`src/rtl/sparse_buffer_pkg.sv`:
```
// ----------------------------------------------------------------------------
// sparse_buffer_pkg
// Shared constants and width helpers for the sparse buffer datapath.
//   SB_DEFAULT_DEPTH : default number of entries
//   sb_ptr_w()       : pointer width for a given depth (count width is +1)
//   sb_ptr_t/sb_cnt_t: pointer/count types for the default depth
// ----------------------------------------------------------------------------
package sparse_buffer_pkg;

  localparam int SB_DEFAULT_DEPTH = 8;

  function automatic int sb_ptr_w(input int depth);
    return $clog2(depth);
  endfunction

  localparam int SB_DEFAULT_PTR_W = sb_ptr_w(SB_DEFAULT_DEPTH);

  typedef logic [SB_DEFAULT_PTR_W-1:0] sb_ptr_t;
  typedef logic [SB_DEFAULT_PTR_W:0]   sb_cnt_t;

endpackage

```
`src/rtl/sparse_buffer_ptr_ctrl_if.sv`:
```
// ----------------------------------------------------------------------------
// sparse_buffer_ptr_ctrl_if
// Bundles the allocation/free handshake and status outputs of the sparse
// buffer pointer controller.
//   master : the client (drives alloc/free requests, observes status)
//   slave  : the controller
// ----------------------------------------------------------------------------
interface sparse_buffer_ptr_ctrl_if
  import sparse_buffer_pkg::*;
#(
  parameter int DEPTH = SB_DEFAULT_DEPTH
) ();

  localparam int PTR_W = sb_ptr_w(DEPTH);

  logic             alloc_valid_i;
  logic             alloc_ready_o;
  logic [PTR_W-1:0] alloc_ptr_o;
  logic             free_valid_i;
  logic [PTR_W-1:0] free_ptr_i;
  logic [DEPTH-1:0] entry_valid_o;
  logic [PTR_W-1:0] top_ptr_o;
  logic [PTR_W-1:0] bottom_ptr_o;
  logic [PTR_W:0]   count_o;
  logic             full_o;
  logic             empty_o;
  logic             err_o;

  modport master (
    output alloc_valid_i, free_valid_i, free_ptr_i,
    input  alloc_ready_o, alloc_ptr_o, entry_valid_o, top_ptr_o,
           bottom_ptr_o, count_o, full_o, empty_o, err_o
  );

  modport slave (
    input  alloc_valid_i, free_valid_i, free_ptr_i,
    output alloc_ready_o, alloc_ptr_o, entry_valid_o, top_ptr_o,
           bottom_ptr_o, count_o, full_o, empty_o, err_o
  );

endinterface

```
`src/rtl/sparse_buffer_ptr_ctrl_find_first.sv`:
```
// ----------------------------------------------------------------------------
// sb_circ_find_first
// Combinational circular first-set search: starting at start_i and scanning
// upward with wrap, returns the index of the first set bit of vec_i.
//   vec_i   : DEPTH-bit vector to search
//   start_i : index where the scan begins
//   idx_o   : first set index (start_i when nothing is set)
//   found_o : high when any bit of vec_i is set
// ----------------------------------------------------------------------------
module sb_circ_find_first
  import sparse_buffer_pkg::*;
#(
  parameter int DEPTH = SB_DEFAULT_DEPTH
) (
  input  logic [DEPTH-1:0]           vec_i,
  input  logic [sb_ptr_w(DEPTH)-1:0] start_i,
  output logic [sb_ptr_w(DEPTH)-1:0] idx_o,
  output logic                       found_o
);

  localparam int PTR_W = sb_ptr_w(DEPTH);

  logic [PTR_W-1:0] k;

  // Walk offsets from farthest to nearest so the nearest hit is written last
  // and wins. The PTR_W-bit add wraps naturally because DEPTH is a power of 2.
  always_comb begin
    // NOTE: every output gets a default before the loop; a path that leaves
    // one unassigned would infer a latch.
    idx_o   = start_i;
    found_o = 1'b0;
    k       = '0;
    for (int i = DEPTH - 1; i >= 0; i--) begin
      k = start_i + PTR_W'(i);
      if (vec_i[k]) begin
        idx_o   = k;
        found_o = 1'b1;
      end
    end
  end

endmodule

```
`src/rtl/sparse_buffer_ptr_ctrl.sv`:
```
// ----------------------------------------------------------------------------
// sparse_buffer_ptr_ctrl
// Pointer controller for a circular buffer whose entries are allocated in
// order at the top and released out of order anywhere.
//   clk_i : clock, rising edge
//   rst_i : synchronous active-high reset
//   bus   : sparse_buffer_ptr_ctrl_if.slave
//           alloc_valid_i/alloc_ready_o/alloc_ptr_o : in-order allocation
//           free_valid_i/free_ptr_i                 : out-of-order release
//           entry_valid_o, top_ptr_o, bottom_ptr_o, count_o, full_o,
//           empty_o, err_o                          : registered status
// Build option: SPARSE_BUF_FREE_CHECK_EN -- when defined, a free of an
// invalid entry pulses err_o and is otherwise ignored; when undefined err_o
// is tied low.
// ----------------------------------------------------------------------------
module sparse_buffer_ptr_ctrl
  import sparse_buffer_pkg::*;
#(
  parameter int DEPTH = SB_DEFAULT_DEPTH
) (
  input  logic                   clk_i,
  input  logic                   rst_i,
  sparse_buffer_ptr_ctrl_if.slave bus
);

  localparam int PTR_W = sb_ptr_w(DEPTH);
  localparam int CNT_W = PTR_W + 1;

  logic [DEPTH-1:0] valid_q,  valid_d;
  logic [PTR_W-1:0] top_q,    top_d;
  logic [PTR_W-1:0] bottom_q, bottom_d;
  logic [CNT_W-1:0] count_q,  count_d;
  logic             err_q,    err_d;

  logic             full;
  logic             alloc_fire;
  logic             free_hit;
  logic             free_clr;
  logic [PTR_W-1:0] scan_idx;
  logic             scan_found;

  // Readiness comes only from registered count, so a same-cycle free never
  // opens a slot for an allocation into a full buffer.
  assign full       = (count_q == CNT_W'(DEPTH));
  assign alloc_fire = bus.alloc_valid_i && !full;
  // The slot being allocated this cycle is still clear in valid_q, so a free
  // aimed at it is treated as a free of an invalid entry.
  assign free_hit   = bus.free_valid_i && valid_q[bus.free_ptr_i];
  // Clearing an already-clear bit is a no-op, so qualifying with free_hit
  // matches "every free clears its bit" when the check is disabled.
  assign free_clr   = free_hit;

`ifdef SPARSE_BUF_FREE_CHECK_EN
  assign err_d = bus.free_valid_i && !valid_q[bus.free_ptr_i];
`else
  assign err_d = 1'b0;
`endif

  always_comb begin
    valid_d = valid_q;
    if (free_clr)   valid_d[bus.free_ptr_i] = 1'b0;
    if (alloc_fire) valid_d[top_q]          = 1'b1;
    top_d   = alloc_fire ? top_q + PTR_W'(1) : top_q;
    count_d = count_q + CNT_W'(alloc_fire) - CNT_W'(free_clr);
  end

  sb_circ_find_first #(
    .DEPTH (DEPTH)
  ) u_find_first (
    .vec_i   (valid_d),
    .start_i (bottom_q),
    .idx_o   (scan_idx),
    .found_o (scan_found)
  );

  // With nothing valid, bottom parks on top so empty implies bottom == top.
  assign bottom_d = scan_found ? scan_idx : top_d;

  // NOTE: state registers use non-blocking assignments so every register
  // samples the pre-edge values computed above, regardless of ordering.
  always_ff @(posedge clk_i) begin
    if (rst_i) begin
      valid_q  <= '0;
      top_q    <= '0;
      bottom_q <= '0;
      count_q  <= '0;
      err_q    <= 1'b0;
    end else begin
      valid_q  <= valid_d;
      top_q    <= top_d;
      bottom_q <= bottom_d;
      count_q  <= count_d;
      err_q    <= err_d;
    end
  end

  assign bus.alloc_ready_o = !full;
  assign bus.alloc_ptr_o   = top_q;
  assign bus.entry_valid_o = valid_q;
  assign bus.top_ptr_o     = top_q;
  assign bus.bottom_ptr_o  = bottom_q;
  assign bus.count_o       = count_q;
  assign bus.full_o        = full;
  assign bus.empty_o       = (count_q == '0);
  assign bus.err_o         = err_q;

endmodule

```
`src/flat_wrapper.sv`:
```
// flat-port wrapper written by rule: the top's interface ports become plain ports
module sparse_buffer_ptr_ctrl_flat import sparse_buffer_pkg::*;
#(
  parameter int DEPTH = SB_DEFAULT_DEPTH
)
  (clk_i, rst_i, bus_alloc_valid_i, bus_free_valid_i, bus_free_ptr_i, bus_alloc_ready_o, bus_alloc_ptr_o, bus_entry_valid_o, bus_top_ptr_o, bus_bottom_ptr_o, bus_count_o, bus_full_o, bus_empty_o, bus_err_o);
  sparse_buffer_ptr_ctrl_if #(.DEPTH(DEPTH)) bus_i ();
  input  logic clk_i;
  input  logic rst_i;
  input wire logic [$bits(bus_i.alloc_valid_i)-1:0] bus_alloc_valid_i;
  input wire logic [$bits(bus_i.free_valid_i)-1:0] bus_free_valid_i;
  input wire logic [$bits(bus_i.free_ptr_i)-1:0] bus_free_ptr_i;
  output wire logic [$bits(bus_i.alloc_ready_o)-1:0] bus_alloc_ready_o;
  output wire logic [$bits(bus_i.alloc_ptr_o)-1:0] bus_alloc_ptr_o;
  output wire logic [$bits(bus_i.entry_valid_o)-1:0] bus_entry_valid_o;
  output wire logic [$bits(bus_i.top_ptr_o)-1:0] bus_top_ptr_o;
  output wire logic [$bits(bus_i.bottom_ptr_o)-1:0] bus_bottom_ptr_o;
  output wire logic [$bits(bus_i.count_o)-1:0] bus_count_o;
  output wire logic [$bits(bus_i.full_o)-1:0] bus_full_o;
  output wire logic [$bits(bus_i.empty_o)-1:0] bus_empty_o;
  output wire logic [$bits(bus_i.err_o)-1:0] bus_err_o;
  assign bus_i.alloc_valid_i = bus_alloc_valid_i;
  assign bus_i.free_valid_i = bus_free_valid_i;
  assign bus_i.free_ptr_i = bus_free_ptr_i;
  assign bus_alloc_ready_o = bus_i.alloc_ready_o;
  assign bus_alloc_ptr_o = bus_i.alloc_ptr_o;
  assign bus_entry_valid_o = bus_i.entry_valid_o;
  assign bus_top_ptr_o = bus_i.top_ptr_o;
  assign bus_bottom_ptr_o = bus_i.bottom_ptr_o;
  assign bus_count_o = bus_i.count_o;
  assign bus_full_o = bus_i.full_o;
  assign bus_empty_o = bus_i.empty_o;
  assign bus_err_o = bus_i.err_o;
  sparse_buffer_ptr_ctrl #(.DEPTH(DEPTH)) u_core (.clk_i(clk_i), .rst_i(rst_i), .bus(bus_i));
endmodule
```
`config.mk`:
```
export PLATFORM = sky130hd
export DESIGN_NAME = sparse_buffer_ptr_ctrl_flat
export DESIGN_NICKNAME = d
export VERILOG_FILES = /design/src/rtl/sparse_buffer_pkg.sv /design/src/rtl/sparse_buffer_ptr_ctrl_if.sv /design/src/rtl/sparse_buffer_ptr_ctrl_find_first.sv /design/src/rtl/sparse_buffer_ptr_ctrl.sv /design/src/flat_wrapper.sv
export SDC_FILE = /design/constraint.sdc
export NUM_CORES = 1
export LEC_CHECK = 0
export ABC_AREA = 1
export BUFFER_PORTS_ARGS = -buffer_cell sky130_fd_sc_hd__buf_4
export CELL_PAD_IN_SITES_DETAIL_PLACEMENT = 0
export CELL_PAD_IN_SITES_GLOBAL_PLACEMENT = 1
export CORE_MARGIN = 1.5
export CORE_UTILIZATION = 43
export CTS_CLUSTER_SIZE = 25
export DETAILED_ROUTE_END_ITERATION = 10
export HOLD_SLACK_MARGIN = 0.15
export PLACE_DENSITY = 0.95
export SYNTH_ARGS = -nofsm -noshare
export SYNTH_HDL_FRONTEND = slang
export SYNTH_SLANG_ARGS = --single-unit
```
`constraint.sdc`:
```
create_clock -name clk_i -period 5.5 [get_ports clk_i]
set_clock_uncertainty 0.2 [all_clocks]
set_input_delay 1.1 -clock clk_i [delete_from_list [all_inputs] [get_ports clk_i]]
set_output_delay 1.1 -clock clk_i [all_outputs]
set_load 0.05 [all_outputs]
```
After elaboration in Yosys (flattened, before gate mapping). Cells that the tools add are included.

Flip-flop bits (word level): 18. Input port bits: 7. Output and inout port bits: 25. Word-level logic and storage cells: 81.

Add/sub/neg operators: 10. $lt $le $gt $ge: 12. Equality and inequality tests: 3. Muxes and demuxes: 42. Bitwise gates (word level): 3. Reductions and logical operators: 7.

Operators with widths (number): 3-bit by 4-bit less-than comparator with 1-bit output (second input constant) (10); 3-bit 2-to-1 mux (10); 1-bit binary-select mux with 3-bit select (9); 1-bit 2-to-1 mux (19); 8-bit 2-to-1 mux (2); 3-bit adder (second input constant) (4); 8-bit bitwise AND (1); 8-bit != test (second input constant) (1); 8-bit inverter (1); 8-bit OR (1); 3-bit by 1-bit adder with 3-bit output (second input constant) (2); 3-bit by 2-bit adder with 3-bit output (second input constant) (2); 1-bit demux with 3-bit select (2); 3-bit by 1-bit greater-or-equal comparator with 1-bit output (second input constant) (2); 4-bit by 1-bit adder with 4-bit output (1); 4-bit == test (second input constant) (1); 1-bit logical AND (4); 4-bit logical NOT (1); 4-bit by 1-bit subtractor with 4-bit output (1); 2-bit != test (second input constant) (1); 2-bit AND reduction (1); 1-bit logical NOT (1).

Logic depth before layout (Yosys ltp).
Depth in word-level cells: 21. Mapped depth: 23. Gate-level depth less buffers: 22.

Hierarchy. A second synthesis with hierarchy kept.

Cells, all modules: 287. Area total of the unflattened synthesis: 1975.6 µm².

Modules (own cells, without submodules): sparse_buffer_ptr_ctrl (instances 1, cells each 162, area an instance 1244.9 µm², seq. area each 360.3 µm²); sb_circ_find_first (instances 1, cells each 125, area an instance 730.7 µm², seq. area each 0.0 µm²).

Worst setup path before layout. OpenSTA, ideal clock, no wires.

Path kind: register -> register. Start: reg u_core.count_q[2], in the netlist u_core.bus.count_o[2]. End: reg u_core.bottom_q[0], in the netlist u_core.bus.bottom_ptr_o[0]. Library setup time: 0.118 ns. Arrival time: 2.904 ns. Required time: 5.182 ns. Path slack: 2.278 ns. Stages on the path, launching flop included: 19. Path buffers: 0. Clock period less this slack: 3.222 ns. Cell sequence: dfxtp_1 > inv_1 > ha_1 > nand3_1 > nand2_1 > nor3_1 > nand2_1 > nand3_1 > nand2_1 > nand2_1 > nand3_2 > nand2_4 > nor2_4 > nand2_1 > nand2_1 > o21ai_1 > nand2_1 > nor3_1 > nor2_1.

Word-level cells in the longest chain between the ends: 16. Elaborated cells between the ends (all ways): 40. Classes of those cells: 3 x eq/ne; 34 x mux; 3 x reduce/logical.

RTL lines: start, declared (line sparse_buffer_ptr_ctrl.sv:32) `logic [CNT_W-1:0] count_q, count_d;`; start signal, assigned (line sparse_buffer_ptr_ctrl.sv:92) `count_q <= count_d;`; 4-bit == test * (line sparse_buffer_ptr_ctrl.sv:44) `assign full = (count_q == CNT_W'(DEPTH));`; 1-bit logical NOT *; named net bus_alloc_ready_o (line flat_wrapper.sv:13) `output wire logic [$bits(bus_i.alloc_ready_o)-1:0] bus_alloc_ready_o;`; 1-bit logical AND * (line sparse_buffer_ptr_ctrl.sv:45) `assign alloc_fire = bus.alloc_valid_i && !full;`; 8-bit 2-to-1 mux (line sparse_buffer_ptr_ctrl.sv:62) `if (alloc_fire) valid_d[top_q] = 1'b1;`; 1-bit binary-select mux with 3-bit select (line sparse_buffer_ptr_ctrl_find_first.sv:35) `if (vec_i[k]) begin`; 1-bit 2-to-1 mux (not written as such) (line sparse_buffer_ptr_ctrl_find_first.sv:35); 1-bit 2-to-1 mux (8 in series) (line sparse_buffer_ptr_ctrl_find_first.sv:35); 8-bit != test (no line) or 2-bit != test (tied branches); 2-bit AND reduction (no line); end signal, assigned (line sparse_buffer_ptr_ctrl.sv:91) `bottom_q <= bottom_d;`; end, declared (line sparse_buffer_ptr_ctrl.sv:31) `logic [PTR_W-1:0] bottom_q, bottom_d;`.

Mark *: on every way through the listed nets, which the timed path passes. The rest lies on a longest branch. The select of a mux whose other input is x is not followed. A chain may end at the register's enable or synchronous reset.

Worst setup path in the final report.
Start: in bus_free_ptr_i[2]. End: reg u_core.bottom_q[1], in the netlist u_core.bus.bottom_ptr_o[1].

Word-level cells in the longest chain between the ends: 21. Elaborated cells between the ends (all ways): 48. Classes of those cells: 2 x order compare; 2 x eq/ne; 38 x mux; 3 x bitwise; 3 x reduce/logical.

RTL lines: start, declared (line flat_wrapper.sv:12) `input wire logic [$bits(bus_i.free_ptr_i)-1:0] bus_free_ptr_i;`; 3-bit by 4-bit less-than comparator with 1-bit output (not written as such) or 3-bit by 1-bit greater-or-equal comparator with 1-bit output (tied branches) (line sparse_buffer_ptr_ctrl.sv:61) `if (free_clr) valid_d[bus.free_ptr_i] = 1'b0;`; 1-bit logical AND (not written as such) (line sparse_buffer_ptr_ctrl.sv:61); 1-bit 2-to-1 mux (not written as such) (line sparse_buffer_ptr_ctrl.sv:61); 1-bit demux with 3-bit select; 8-bit inverter (no line); 8-bit bitwise AND (no line); 8-bit 2-to-1 mux * (line sparse_buffer_ptr_ctrl.sv:61); 8-bit OR (no line); 8-bit 2-to-1 mux * (line sparse_buffer_ptr_ctrl.sv:62); 1-bit binary-select mux with 3-bit select (line sparse_buffer_ptr_ctrl_find_first.sv:35); 1-bit 2-to-1 mux (not written as such) (line sparse_buffer_ptr_ctrl_find_first.sv:35); 1-bit 2-to-1 mux (8 in series) (line sparse_buffer_ptr_ctrl_find_first.sv:35); 8-bit != test (no line) or 2-bit != test (tied branches); 2-bit AND reduction (no line).

Every way passes the cells marked *; elsewhere a longest branch is shown, timed or not. The select of a mux whose other input is x is not followed.

==> metrics <==
GPL Wtd Cong=0.917; Vias=1790; Fin. Hold Viols=0; Synth Instances=284; Post-CTS Hold Buffers=0; storage element area=360 µm²; Internal=539 µW; Buffers on Ports=30; initial antenna violation count=0; Die ar.=4750 µm²; multiplexer share of the synthesized area=0%; Routed WL=4110 µm; f_max=0.329 GHz; Setup violations, final=0; Comb power frac=75.4%; DRT Pass-1 Iters=4; Post-Layout Cell Count=354; Setup TNS Final=0 ps; Flop pwr share=15.9%; Worst-path clk slew=70 ps; simple-gate share of the synthesized area=51.6%; clock group share of total power=8.7%; drt drc=0; setup slack at placement=2190 ps; Max H-tree Level=1; core box area=4090 µm²; num rows=23; most common cell after layout, fill and taps aside=nand2_1; Post-Syn Nets=301; largest family of logic cells by synthesized area=simple AND/OR/NAND/NOR gates; vias in the first global route=1609; Sink Count=18; drt wl/cell=11.6 µm; net switching power=740 µW; Avg Inst Size Synth=6.59 µm²; CTS Buf Count=3; Worst Setup Start Kind=primary input; Starting DRT DRC Count=109; Slew Viols, Final=0; Critical Path AT=3030 ps; Critical Path Fanout Max=8; via-per-instance ratio=5.06; # diodes=0; Post-CTS Resized=0; post-synthesis adder-cell area fraction=7.09%; largest net degree at the start of global routing=18; peak supply drop=0.000367 V; number of synthesized register bits=18; # Post-CTS Setup Buffers=0; GR Overflow Total=0; Max-Cap Viols=0; Cell Area, Placed=2060 µm²; Synth warnings=0; multi-input combinational cell area=1270 µm²; Clock Latency Late Sink=250 ps; Worst setup EP type=flop; Final min period=3040 ps; global-route wire length before repair=7070 µm; most frequent cells in the layout=58 x nand2_1, 35 x inv_1, 30 x nand3_1, 30 x buf_4, 22 x nand2_2; leakage power=0.00105 µW; Hold/Removal Path Class=reg2reg; cell area after layout=2120 µm²; CTS tree=done; pwr dens=604 nW/µm²; Antenna Nets Post-Route=0; sequential share of the synthesized area=19.3%; fillers=420; HPWL after detailed placement=3420 µm; clock buffer depth=2; fraction of layout cells with a size suffix above 1=29.9%; Starting Density=45.8%; sw frac=57.9%; Required @ worst endpoint=5500 ps; CP Class=in2reg; status=completed; Placed Instances=350; Root Driver=clkbuf_8; area grow syn2layout=13.1%; Cell Area, Synth=1870 µm²; RSZ-0062 raised after global routing=no; GRT Overall Usage=19.5%; Compound-Gate Fraction of Synth Area=6.56%; Final WS setup=2460 ps; period utilisation layout=55.2%; Synth cell types=31; # nets final=322; I/O pins=32; Die Width=69.0 µm; Post-Synth XOR/XNOR Area=2.34%; DIE HEIGHT=69.0 µm
## cells in the mapped netlist
library cell / instances / area (µm²)
nand3_1: 30 / 150
nand2_2: 22 / 138
buf_6: 1 / 11.3
nor2_1: 20 / 75.1
nor3_1: 9 / 45.0
dfxtp_1: 18 / 360
nand3_2: 19 / 190
o21ai_1: 1 / 5.00
nor3_4: 1 / 16.3
buf_4: 10 / 75.1
a31oi_1: 1 / 6.26
inv_4: 1 / 6.26
clkbuf_1: 3 / 11.3
o21bai_1: 1 / 7.51
nor2_2: 6 / 37.5
nor2_4: 3 / 33.8
nand2_4: 2 / 22.5
xor2_1: 5 / 43.8
inv_2: 2 / 7.51
ha_1: 9 / 113
nand4_1: 5 / 31.3
a21oi_1: 14 / 70.1
nand2_1: 58 / 218
fa_1: 1 / 20.0
a21oi_2: 1 / 8.76
conb_1: 1 / 3.75
a21boi_0: 1 / 7.51
o21ai_0: 2 / 10.0
a211oi_1: 1 / 7.51
inv_1: 35 / 131
nor3b_1: 1 / 7.51
## critical path: stages
cell,delay [ps]
buf_4,140
inv_4,60
nor2_4,80
nand2_1,60
nor2_2,90
nor2_2,60
nand2_4,130
nand3_2,80
nand2_2,80
nand3_1,80
nand2_2,110
nand2_1,70
nand3_1,160
nand2_1,110
inv_2,70
nand2_2,80
nor3_4,200
nor2_1,60
nand2_1,60
nand2_1,50
a21oi_2,100
## logic make-up after synthesis
logic type / Yosys count
and+or+nand+nor: 176
buffers and inverters: 52
AOI/OAI and AO/OA: 22
DFF: 18
adders and majority gates: 10
xor gates and xnor gates: 5
other: 1
## power by group through the flow
stage          combinational, µW  clock [µW]  sequential [µW]
6_report                     964         111              204
3_5_place_dp                 963           0              207
5_1_grt                     1080         118              210
2_1_floorplan                728           0              273
3_3_place_gp                 960           0              206
4_1_cts                      966         113              204
## layout make-up
cell class	instances	share of cell area (%)
timing repair buffer	30	10.6
clock buffer	4	2.60
tap	50	2.96
multi-input combinational	214	59.9
sequential	18	17.0
inverter	38	6.86
## path summary, 6_finish.rpt
path                               startpoint                     endpoint  slack, ps  cells past startpoint
hold / removal    u_core.bus.entry_valid_o[6]  u_core.bus.entry_valid_o[6]        330                      2
hold reg to reg   u_core.bus.entry_valid_o[6]  u_core.bus.entry_valid_o[6]        330                      2
setup / recovery            bus_free_ptr_i[2]   u_core.bus.bottom_ptr_o[1]       2460                     21
setup reg to reg   u_core.bus.bottom_ptr_o[0]   u_core.bus.bottom_ptr_o[0]       2650                     13
## through the flow
step	hold slack [ps]	util, %	power [µW]
after floorplan	528	-	1000
after global placement	318	50.4	1170
after detailed placement	324	50.4	1170
after CTS	336	51.8	1280
after global routing	362	51.8	1410
final	329	51.8	1280
## registers in the layout (all words and copies together) (netlist names)
signal,cells
u_core.bus.alloc_ptr_o,3
u_core.bus.entry_valid_o,8
u_core.bus.count_o,4
u_core.bus.bottom_ptr_o,3
## routing by layer
layer	track usage (%)	vias up	routed length, µm
li1	-	950	-
met1	26.4	791	2010
met2	33.1	45	1870
met3	2.92	4	197
met4	3.68	0	36
met5	0	-	0
Note: power is estimated with default switching activity, not from simulation.
